File: config.mk
export PLATFORM = sky130hd
export DESIGN_NAME = ram_stream_reader
export DESIGN_NICKNAME = d
export VERILOG_FILES = /design/src/rtl/ram_stream_reader.sv
export SDC_FILE = /design/constraint.sdc
export NUM_CORES = 1
export LEC_CHECK = 0
export ABC_CLOCK_PERIOD_IN_PS = 1900
export CORE_MARGIN = 2
export CORE_UTILIZATION = 55
export CTS_CLUSTER_DIAMETER = 200
export CTS_CLUSTER_SIZE = 24
export DETAILED_ROUTE_END_ITERATION = 10
export DONT_BUFFER_PORTS = 1
export PLACE_DENSITY = 0.71
export SKIP_LAST_GASP = 1
export SYNTH_ARGS = -nofsm -noshare
export SYNTH_HDL_FRONTEND = slang
export SYNTH_SLANG_ARGS = --single-unit
export TNS_END_PERCENT = 1
File: constraint.sdc
create_clock -name clk -period 1.9 [get_ports clk]
set_input_delay 0.19 -clock clk [delete_from_list [all_inputs] [get_ports clk]]
set_output_delay 0.19 -clock clk [all_outputs]
set_load 0.01 [all_outputs]
File: src/rtl/ram_stream_reader.sv
// Streams a burst of words from an asynchronous-read RAM onto a valid/ready
// interface, with one output register and wrap-around addressing.
module ram_stream_reader #(
    parameter int WIDTH     = 8,
    parameter int DEPTH     = 16,
    parameter int DEPTH_LOG = $clog2(DEPTH)
) (
    input  logic                 clk,
    input  logic                 rst,
    input  logic                 start,
    input  logic [DEPTH_LOG-1:0] start_addr,
    input  logic [DEPTH_LOG:0]   length,
    output logic [DEPTH_LOG-1:0] addr_rd,
    input  logic [WIDTH-1:0]     data_rd,
    output logic [WIDTH-1:0]     out_data,
    output logic                 out_valid,
    input  logic                 out_ready,
    output logic                 out_last,
    output logic                 busy,
    output logic                 done
);

    typedef enum logic [1:0] {
        IDLE  = 2'd0,
        READ  = 2'd1,
        FLUSH = 2'd2,
        DONE  = 2'd3
    } state_t;

    state_t               state;
    state_t               state_next;
    logic [DEPTH_LOG-1:0] addr_cnt;
    logic [DEPTH_LOG:0]   remaining;
    logic                 accept;
    logic                 load;
    logic                 last_load;

    always_comb begin
        accept     = out_valid & out_ready;
        load       = (state == READ) & (~out_valid | accept);
        last_load  = load & (remaining == (DEPTH_LOG+1)'(1));
        state_next = state;
        case (state)
            IDLE: begin
                if (start) begin
                    state_next = (length == '0) ? DONE : READ;
                end
            end
            READ: begin
                if (last_load) begin
                    state_next = FLUSH;
                end
            end
            FLUSH: begin
                if (accept) begin
                    state_next = DONE;
                end
            end
            DONE:    state_next = IDLE;
            default: state_next = IDLE;
        endcase
    end

    always_ff @(posedge clk) begin
        if (rst) begin
            state     <= IDLE;
            addr_cnt  <= '0;
            remaining <= '0;
            out_data  <= '0;
            out_valid <= 1'b0;
            out_last  <= 1'b0;
        end else begin
            state <= state_next;
            case (state)
                IDLE: begin
                    if (start && (length != '0)) begin
                        addr_cnt  <= start_addr;
                        remaining <= length;
                    end
                end
                READ: begin
                    // A stalled beat keeps the register and the address frozen.
                    if (load) begin
                        out_data  <= data_rd;
                        out_valid <= 1'b1;
                        out_last  <= last_load;
                        addr_cnt  <= (addr_cnt == DEPTH_LOG'(DEPTH-1)) ? '0 : addr_cnt + 1'b1;
                        remaining <= remaining - 1'b1;
                    end
                end
                FLUSH: begin
                    if (accept) begin
                        out_valid <= 1'b0;
                        out_last  <= 1'b0;
                    end
                end
                default: ;
            endcase
        end
    end

    assign addr_rd = (state == IDLE) ? '0 : addr_cnt;
    assign busy    = (state == READ) || (state == FLUSH);
    assign done    = (state == DONE);

endmodule

==> results.tsv, run 1 <==
stage	metric	value	unit
yosys	postSynthAreaPerCell	8.21	µm²
grt	grt_pass1_wl	4440	µm
cts	cts-htree-levels	1	
yosys	post_synth_instance_area	0.00124	mm²
final_layout	multi_input_comb_area	741	µm²
timing	setup_violations	0	
timing	timing.final.hold_violations	0	
cts	cts-buffers-inserted	3	
timing	worst_pin_slew	639	ps
yosys	synthesis_warning_total	0	
cts	clock-root-buffer	sky130_fd_sc_hd__clkbuf_4	
route	drt_first_pass_iters	4	
timing	min_period	1790	ps
die	core_area	0.00217	mm²
yosys	net_count_of_the_mapped_netlist	180	
power_and_ir_drop	p_leak	0.537	nW
timing	relSlewSlack	57.3	%
setup_path	critical_path.startpoint_type	register	
grt	global_route.overflow_total	0	
cts	tritoncts	yes	
route	totalWireLength	2710	µm
route	route.antenna.remaining_nets	0	
setup_path	worst-endpoint-required	2100	ps
route	wire_per_inst	14.4	µm
timing	post-route-worst-setup-slack	107	ps
cts	clock_sinks	21	
grt	first_global_vias	987	
route	route.detailed.drc	0	
timing	final_setup_tns	0	ps
placed_design	port_buffers	0	
setup_path	crit_chain	inv_1 -> ha_1 -> and2b_1 -> a311oi_4 -> buf_4 -> a311oi_1 -> a31o_1	
final_layout	fillers	205	
power_and_ir_drop	power.ir.vdd_worst	0.818	mV
route	vias	1108	
die	die_w	51.5	µm
run_status	status	completed	
die	start_util	57.2	%
yosys	postSynthCellCount	151	
setup_path	critPathCaptureType	register	
yosys	synth_cell_type_count	40	
timing	layout_worst_path_cycle_share	94.4	%
placed_design	place_ws	35.4	ps
yosys	ys_seq_elements	21	
setup_path	slowest_stage	sky130_fd_sc_hd__dfxtp_2	
grt	grt_start_max_net_pins	18	
grt	grt_usage	22.0	%
route	vias_per_cell	5.89	
setup_path	timing.critical_path.fanout_max	5	
cts	clock_latency_on_the_worst_skew_pair	300	ps
die	fp.dieArea	0.00265	mm²
final_layout	drive_above_1_share	14.4	%
final_layout	nNetsFinal	190	
grt	grt_antenna_before_repair	0	
setup_path	worstPathArrival	1990	ps
power_and_ir_drop	power_density	1650	mW/mm²
timing	slew_viol_final	0	
cts	ctsLongestPathBuffers	2	
die	die_h	51.5	µm
final_layout	post_synthesis_to_final_layout_area_growth	10.6	%
cts	clock_transition_at_path_regs	120	ps
timing	grt_setup_unrepaired	false	
yosys	synth.yosys.seq_area_share	33.9	%
die	floorplan.rows	17	
run	max_cap_viol_count	0	
setup_path	cpPeakStageDelay	360	ps
power_and_ir_drop	p_total	2.26	mW
final_layout	antenna-diode-count	0	
die	floorplan.io_pins	37	
timing	maxClockFrequency	0.558	GHz
timing	final.setup_skew	3.74	ps
route	drt_iter0_markers	25	
final_layout	area.sequential	423	µm²
worst_hold_path	hold_class	primary input to register	
setup_path	worstSetupPathType	register to register	
placed_design	gp_weighted_congestion	0.810	
placed_design	place.detailed.hpwl	2020	µm
-- worst paths after layout --
check | from | to | slack, ps | cells past startpoint
hold reg to reg | out_data[4] | out_data[4] | 510 | 2
setup reg to reg | state[1] | addr_cnt[2] | 110 | 7
hold / removal | data_rd[3] | out_data[3] | 20 | 2
setup / recovery | state[1] | addr_cnt[2] | 110 | 7
-- worst max-delay path, delay by kind of cell (launching register included) --
family / cells / cell delay, ps
buf+inv: 2 / 270
flops: 1 / 360
simple gates: 1 / 210
fa+ha+maj: 1 / 220
compound gates: 3 / 630
-- cell type report --
class | count | share of cell area [%]
clock buffers | 3 | 1.64
clock inverters | 1 | 0.365
repair buffers | 12 | 6.75
multi-input cells | 109 | 54.0
flip-flops and latches | 21 | 30.8
inverters | 14 | 3.83
well taps | 28 | 2.55
-- sequential cells by signal, indices dropped and copies added (netlist names) --
name	flops
out_data	8
out_last	1
addr_cnt	4
state	2
remaining	5
out_valid	1
-- layer usage --
metal	vias up	routed length (µm)	GRT usage (%)
li1	560	-	-
met1	506	1160	27.1
met2	40	1330	39.1
met3	2	196	3.80
met4	0	17	6.14
met5	-	0	0
-- cells in the mapped netlist --
library cell	count	area (µm²)
sky130_fd_sc_hd__dfxtp_1	21	420
sky130_fd_sc_hd__a21oi_1	19	95.1
sky130_fd_sc_hd__inv_1	14	52.6
sky130_fd_sc_hd__nand2_1	13	48.8
sky130_fd_sc_hd__nand3_1	10	50.1
sky130_fd_sc_hd__ha_1	8	100
sky130_fd_sc_hd__nor2_1	6	22.5
sky130_fd_sc_hd__nand2b_1	5	31.3
sky130_fd_sc_hd__a31o_1	4	35.0
sky130_fd_sc_hd__nor2b_1	4	25.0
sky130_fd_sc_hd__a211oi_1	3	22.5
sky130_fd_sc_hd__a311oi_1	3	26.3
sky130_fd_sc_hd__a31oi_1	3	18.8
sky130_fd_sc_hd__clkbuf_1	3	11.3
sky130_fd_sc_hd__mux2i_1	3	30.0
sky130_fd_sc_hd__o21ai_0	3	15.0
sky130_fd_sc_hd__and2b_1	2	15.0
sky130_fd_sc_hd__buf_2	2	10.0
sky130_fd_sc_hd__nor3_1	2	10.0
sky130_fd_sc_hd__o22ai_1	2	12.5
sky130_fd_sc_hd__or4_1	2	15.0
sky130_fd_sc_hd__a21boi_0	1	7.51
sky130_fd_sc_hd__a21o_1	1	7.51
sky130_fd_sc_hd__a221oi_2	1	15.0
sky130_fd_sc_hd__a311oi_4	1	26.3
sky130_fd_sc_hd__a31o_2	1	8.76
sky130_fd_sc_hd__a32o_1	1	10.0
sky130_fd_sc_hd__and2_1	1	6.26
sky130_fd_sc_hd__buf_1	1	3.75
sky130_fd_sc_hd__buf_4	1	7.51
sky130_fd_sc_hd__nand3_2	1	10.0
sky130_fd_sc_hd__nand3b_1	1	7.51
sky130_fd_sc_hd__nand4_1	1	6.26
sky130_fd_sc_hd__nand4b_1	1	8.76
sky130_fd_sc_hd__nor2_2	1	6.26
sky130_fd_sc_hd__nor4b_1	1	8.76
sky130_fd_sc_hd__o211a_1	1	10.0
sky130_fd_sc_hd__o211ai_1	1	7.51
sky130_fd_sc_hd__o31ai_1	1	7.51
sky130_fd_sc_hd__or2b_1	1	7.51
-- cell families after synthesis --
kind of cell             Yosys count  share of synthesized area [%]
AO/OA/AOI/OAI                     46                           26.2
adder cells (fa/ha/maj)            8                           8.07
buffers and inverters             21                           6.86
multiplexers                       3                           2.42
flip-flops                        21                           33.9
AND/OR/NAND/NOR                   52                           22.5
-- cells in the final DEF, fill, tap and decap left out, drive strengths merged, types with 2 or more instances in the layout --
| master | synthesis | final |
|---|---|---|
| a211oi | 3 | 3 |
| a21oi | 19 | 19 |
| a311oi | 4 | 4 |
| a31o | 5 | 5 |
| a31oi | 3 | 3 |
| and2b | 2 | 2 |
| buf | 4 | 11 |
| clkbuf | 3 | 3 |
| dfxtp | 21 | 21 |
| ha | 8 | 8 |
| inv | 14 | 14 |
| mux2i | 3 | 3 |
| nand2 | 13 | 13 |
| nand2b | 5 | 5 |
| nand3 | 11 | 11 |
| nor2 | 7 | 7 |
| nor2b | 4 | 4 |
| nor3 | 2 | 2 |
| o21ai | 3 | 3 |
| o22ai | 2 | 2 |
| or4 | 2 | 2 |
-- through the flow --
stage	hold slack (ps)	util, %	area, µm²	instances
after floorplan	338	-	1240	151
after global placement	259	60.7	1320	182
after detailed placement	264	60.7	1320	182
after CTS	21.6	62.7	1360	187
after global routing	7.77	63.2	1370	188
final	24.8	63.2	1370	188
-- timing repair --
item	CTS	global route
hold endpoints to repair	15	0
pin swaps	0	1
setup buffers	0	1
hold buffers	1	0
setup endpoints to repair	1	3
resized for setup	1	2
-- report_power, final --
group | internal, mW | leakage, nW | switching, mW
clock | 0.0782 | 0.0177 | 0.138
combinational | 0.581 | 0.346 | 0.686
sequential | 0.602 | 0.173 | 0.178
total | 1.26 | 0.537 | 1.00
No activity file was read; power rests on OpenSTA's default activity.
==> inputs of run 2 (changes only) <==
--- a/config.mk
+++ b/config.mk
@@ -7,12 +7,12 @@
 export LEC_CHECK = 0
 export ABC_CLOCK_PERIOD_IN_PS = 1900
 export CORE_MARGIN = 2
-export CORE_UTILIZATION = 55
+export CORE_UTILIZATION = 50
 export CTS_CLUSTER_DIAMETER = 200
 export CTS_CLUSTER_SIZE = 24
 export DETAILED_ROUTE_END_ITERATION = 10
 export DONT_BUFFER_PORTS = 1
-export PLACE_DENSITY = 0.71
+export PLACE_DENSITY = 0.66
 export SKIP_LAST_GASP = 1
 export SYNTH_ARGS = -nofsm -noshare
 export SYNTH_HDL_FRONTEND = slang
==> run 2 against run 1 <==
Against the previous run: via count is 3.7% higher; clock skew is 0.93 ps lower; sequential cell count stayed put; routed wire length is 8.2% higher; register-to-register slack worse by 50 ps; maximum frequency is 2.7% lower; worst setup slack worse by 49 ps; total power is 1.4% higher; sequential power is 0.5% lower; non-clock buffer count stayed put; cell count is 1.1% higher; die area is 9.2% higher; largest power group unchanged.
==> results.tsv, run 2 (synthesis results as in run 1) <==
stage	metric	value	unit
final_layout	drive_above_1_share	16.3	%
route	drt_iter0_markers	24	
power_and_ir_drop	p_leak	0.537	nW
cts	cts-htree-levels	1	
power_and_ir_drop	power.ir.vdd_worst	0.864	mV
setup_path	worstSetupPathType	register to register	
setup_path	worst-endpoint-required	2110	ps
grt	first_global_vias	1072	
power_and_ir_drop	clock_power_share	9.6	%
setup_path	worstPathArrival	2060	ps
run	max_cap_viol_count	0	
grt	grt_pass1_wl	4690	µm
final_layout	post_synthesis_to_final_layout_area_growth	11.1	%
worst_hold_path	hold_class	primary input to register	
die	die_h	53.8	µm
route	route.antenna.remaining_nets	0	
cts	ctsLongestPathBuffers	2	
route	wire_per_inst	15.4	µm
timing	final_setup_tns	0	ps
final_layout	layout_top_registers	out_data (8), remaining (5), addr_cnt (4)	
placed_design	port_buffers	0	
final_layout	fillers	220	
timing	timing.final.hold_violations	0	
timing	setup_violations	0	
timing	grt_setup_unrepaired	true	
timing	maxClockFrequency	0.543	GHz
route	drt_first_pass_iters	4	
setup_path	critPathCaptureType	register	
die	die_w	53.8	µm
setup_path	critical_path.startpoint_type	register	
timing	slew_viol_final	0	
run_status	status	completed	
power_and_ir_drop	power_frac_comb	56.5	%
route	vias_per_cell	6.05	
die	fp.dieArea	0.00289	mm²
die	start_util	51.5	%
power_and_ir_drop	pwr-share-seq	33.8	%
cts	cts-buffers-inserted	3	
cts	tritoncts	yes	
final_layout	final_cell_mix	19 x sky130_fd_sc_hd__a21oi_1, 19 x sky130_fd_sc_hd__dfxtp_1, 14 x sky130_fd_sc_hd__inv_1, 13 x sky130_fd_sc_hd__nand2_1, 11 x sky130_fd_sc_hd__buf_4	
placed_design	place.detailed.hpwl	2120	µm
cts	clock-root-buffer	sky130_fd_sc_hd__clkbuf_4	
final_layout	nNetsFinal	190	
grt	global_route.overflow_total	0	
power_and_ir_drop	internal_power	1.27	mW
setup_path	timing.critical_path.fanout_max	3	
die	floorplan.rows	18	
timing	worst_pin_slew	660	ps
cts	clock_latency_on_the_worst_skew_pair	310	ps
grt	grt_usage	22.5	%
final_layout	stdcell_area	0.00138	mm²
placed_design	postPlaceCellArea	0.00131	mm²
grt	grt_antenna_before_repair	0	
die	core_area	0.00241	mm²
final_layout	largest_register_ffs	8	
die	floorplan.io_pins	37	
timing	relSlewSlack	55.8	%
cts	clock_transition_at_path_regs	120	ps
final_layout	post-route-util	57.2	%
route	vias	1149	
route	totalWireLength	2930	µm
timing	layout_worst_path_cycle_share	97.0	%
timing	min_period	1840	ps
cts	clock_sinks	21	
final_layout	antenna-diode-count	0	
final_layout	registers.top_by_ff_count	out_data	
route	route.detailed.drc	0	
timing	final.setup_skew	2.81	ps
power_and_ir_drop	p_sw	1.02	mW
grt	grt_start_max_net_pins	20	
power_and_ir_drop	power_density	1660	mW/mm²
power_and_ir_drop	p_sw_share	44.7	%
placed_design	gp_weighted_congestion	0.905	
==> run 2: layer usage <==
layer  vias up  share of wire, %  global-route usage, %
met5         -                 0                      0
met4         0               2.3                   8.12
met3         8               5.7                   6.39
met2        36                50                   40.9
met1       544                42                   24.5
li1        561                 -                      -
==> run 2: final cells by class <==
cell class / instances / area, µm² / area share, %
repair buffers: 12 / 92.6 / 6.72
clock buffers: 3 / 22.5 / 1.63
multi-input cells: 109 / 744 / 54.0
inverters: 14 / 52.6 / 3.81
well taps: 30 / 37.5 / 2.72
clock inverters: 1 / 5.00 / 0.363
flip-flops and latches: 21 / 423 / 30.7
==> run 2: what timing repair did <==
action / CTS / global route
setup buffers: 0 / 2
endpoints found under the hold margin: 15 / 0
hold buffers: 1 / 0
endpoints found under the setup margin: 0 / 11
resized for setup: 0 / 6
==> run 2: path summary, 6_finish.rpt <==
| path | start | end | slack, ps | cells past startpoint |
|---|---|---|---|---|
| setup / recovery | remaining[1] | state[0] | 60 | 7 |
| hold / removal | data_rd[2] | out_data[2] | 10 | 2 |
| setup reg to reg | remaining[1] | state[0] | 60 | 7 |
| hold reg to reg | out_data[6] | out_data[6] | 510 | 2 |
==> run 2: stage by stage <==
stage | hold WS [ps] | setup slack (ps) | std cells | total power [mW]
detailed placement | 263 | 55.5 | 183 | 2.01
global placement | 261 | 128 | 183 | 1.97
global route | 0.153 | -11.5 | 190 | 2.52
finish | 10.8 | 57.9 | 190 | 2.29
CTS | 11.7 | 9.24 | 188 | 2.24
floorplan | 338 | 122 | 151 | 1.69
==> run 2: power groups by stage <==
stage          logic (mW)  clock network [mW]  registers (mW)
6_report             1.30               0.221           0.776
5_1_grt              1.47               0.251           0.795
4_1_cts              1.24               0.229           0.770
3_5_place_dp         1.23                   0           0.782
3_3_place_gp         1.20                   0           0.772
2_1_floorplan       0.940                   0           0.746
==> run 2: critical path, stage by stage, from the launching register on <==
cell                       delay (ps)
sky130_fd_sc_hd__dfxtp_1          340
sky130_fd_sc_hd__inv_1             80
sky130_fd_sc_hd__ha_1             130
sky130_fd_sc_hd__nor4b_1          280
sky130_fd_sc_hd__buf_4            180
sky130_fd_sc_hd__a21boi_0         130
sky130_fd_sc_hd__or4_1            460
sky130_fd_sc_hd__o211a_1          150
==> inputs of run 3 (changes only) <==
--- a/config.mk
+++ b/config.mk
@@ -8,11 +8,12 @@
 export ABC_CLOCK_PERIOD_IN_PS = 1900
 export CORE_MARGIN = 2
 export CORE_UTILIZATION = 50
-export CTS_CLUSTER_DIAMETER = 200
+export CTS_CLUSTER_DIAMETER = 100
 export CTS_CLUSTER_SIZE = 24
 export DETAILED_ROUTE_END_ITERATION = 10
 export DONT_BUFFER_PORTS = 1
 export PLACE_DENSITY = 0.66
+export REMOVE_ABC_BUFFERS = 1
 export SKIP_LAST_GASP = 1
 export SYNTH_ARGS = -nofsm -noshare
 export SYNTH_HDL_FRONTEND = slang
==> run 3 against run 2 <==
Against the previous run: utilization up 1.3 points; design area increased by 2.3%; routed wire length decreased by 1.2%; register-to-register slack improved by 40 ps; clock power up 2%; critical path type unchanged; sequential cell count is the same; die area unchanged; total power is 0.79% lower; count of clock-buffer cells in the layout unchanged.
==> results.tsv, run 3 (synthesis results as in run 1) <==
stage	metric	value	unit
run_status	status	completed	
worst_hold_path	hold_class	primary input to register	
cts	cts-htree-levels	1	
setup_path	timing.critical_path.fanout_max	5	
timing	grt_setup_unrepaired	true	
die	start_util	51.5	%
final_layout	area.sequential	422	µm²
route	route.antenna.remaining_nets	0	
timing	final.setup_skew	3.95	ps
route	route.detailed.drc	0	
die	floorplan.rows	18	
cts	cts-buffers-inserted	3	
cts	tritoncts	yes	
grt	global_route.overflow_total	0	
placed_design	port_buffers	0	
run	max_cap_viol_count	0	
grt	grt_most_used_layer	met2	
final_layout	fillers	223	
final_layout	largest_register_ffs	8	
timing	final_setup_tns	0	ps
grt	grt_usage	21.1	%
timing	maxClockFrequency	0.554	GHz
route	totalWireLength	2900	µm
final_layout	multi_input_comb_area	744	µm²
cts	ctsLongestPathBuffers	2	
route	drt_iter0_markers	17	
final_layout	registers.top_by_ff_count	out_data	
cts	clock-root-buffer	sky130_fd_sc_hd__clkbuf_4	
setup_path	worst-endpoint-required	2140	ps
placed_design	place.detailed.hpwl	2060	µm
final_layout	post_synthesis_to_final_layout_area_growth	13.6	%
setup_path	critical_path.startpoint_type	register	
power_and_ir_drop	power.ir.vdd_worst	0.827	mV
final_layout	drive_above_1_share	14.7	%
final_layout	nNetsFinal	193	
cts	clock_transition_at_path_regs	120	ps
power_and_ir_drop	p_leak	0.547	nW
power_and_ir_drop	power_density	1610	mW/mm²
grt	gr-usage-met2	35.2	%
die	die_h	53.8	µm
grt	grtUsageMet1	25.0	%
grt	gr-usage-met3	4.17	%
timing	slew_viol_final	0	
die	die_w	53.8	µm
grt	grt_antenna_before_repair	0	
final_layout	most_frequent_standard_cell_in_the_layout_excluding_fill_and_tap_cells	sky130_fd_sc_hd__dfxtp_1	
timing	min_period	1800	ps
timing	relSlewSlack	59.0	%
final_layout	final_cell_mix	20 x sky130_fd_sc_hd__dfxtp_1, 19 x sky130_fd_sc_hd__a21oi_1, 13 x sky130_fd_sc_hd__inv_1, 13 x sky130_fd_sc_hd__nand2_1	
route	vias	1120	
route	drt_first_pass_iters	4	
timing	timing.final.hold_violations	0	
setup_path	worstSetupPathType	register to register	
cts	clock_sinks	21	
grt	first_global_vias	982	
grt	grt_pass1_wl	4330	µm
die	fp.dieArea	0.00289	mm²
setup_path	worstPathArrival	2040	ps
die	core_area	0.00241	mm²
grt	grt_start_max_net_pins	20	
die	floorplan.io_pins	37	
final_layout	layout_top_registers	out_data (8), remaining (5), addr_cnt (4)	
setup_path	critPathCaptureType	register	
cts	clock_latency_on_the_worst_skew_pair	310	ps
route	vias_per_cell	5.80	
placed_design	gp_weighted_congestion	0.790	
route	wire_per_inst	15.0	µm
timing	worst_pin_slew	613	ps
final_layout	post-route-util	58.5	%
final_layout	antenna-diode-count	0	
timing	layout_worst_path_cycle_share	94.9	%
timing	setup_violations	0	
==> run 3: timing repair <==
item,4_1_cts,5_1_grt
buffers inserted,0,0
hold buffers,5,0
endpoints found under the setup margin,0,5
endpoints found under the hold margin,15,0
gates resized for setup,0,5
==> run 3: final cells by class <==
| type | count | area share (%) |
|---|---|---|
| Sequential cell | 21 | 29.9 |
| Clock buffer | 3 | 1.60 |
| Tap cell | 30 | 2.66 |
| Inverter | 14 | 3.73 |
| Clock inverter | 1 | 0.355 |
| Timing Repair Buffer | 15 | 8.88 |
| Multi-Input combinational cell | 109 | 52.8 |
==> run 3: worst max-delay path: stages, from the launching register on <==
cell and delay [ps]:
sky130_fd_sc_hd__dfxtp_1 370, sky130_fd_sc_hd__inv_1 90, sky130_fd_sc_hd__ha_2 200, sky130_fd_sc_hd__and2b_2 220, sky130_fd_sc_hd__a311oi_4 300, sky130_fd_sc_hd__buf_4 190
sky130_fd_sc_hd__o211ai_1 100, sky130_fd_sc_hd__a221oi_2 250
==> run 3: power breakdown <==
group | leakage [nW] | switching [mW] | total, mW | internal (mW)
logic | 0.356 | 0.681 | 1.27 | 0.584
registers | 0.173 | 0.183 | 0.785 | 0.601
clock network | 0.0177 | 0.147 | 0.225 | 0.0788
total | 0.547 | 1.01 | 2.27 | 1.26
==> run 3: path summary, 6_finish.rpt <==
path,cells past startpoint,to,start,slack [ps]
setup / recovery,7,remaining[0],state[1],100
hold / removal,2,out_data[4],data_rd[4],4
setup reg to reg,7,remaining[0],state[1],100
hold reg to reg,2,out_data[2],out_data[2],510
==> run 3: metrics by stage <==
stage          setup WS [ps]  hold slack, ps  cell area [µm²]  total power [mW]  instances
6_report                96.6            3.72             1410              2.28        193
5_1_grt                -38.2            5.41             1410              2.45        193
4_1_cts                 46.4           0.494             1400              2.27        193
3_5_place_dp            70.4             263             1320              2.02        184
3_3_place_gp             171             259             1320              1.98        184
2_1_floorplan           -328             256             1210              1.64        144
==> run 3: layer usage <==
layer	wire length (µm)	share of wire, %
met5	0	0
met4	60	2.1
met3	168	5.8
met2	1450	50
met1	1220	42
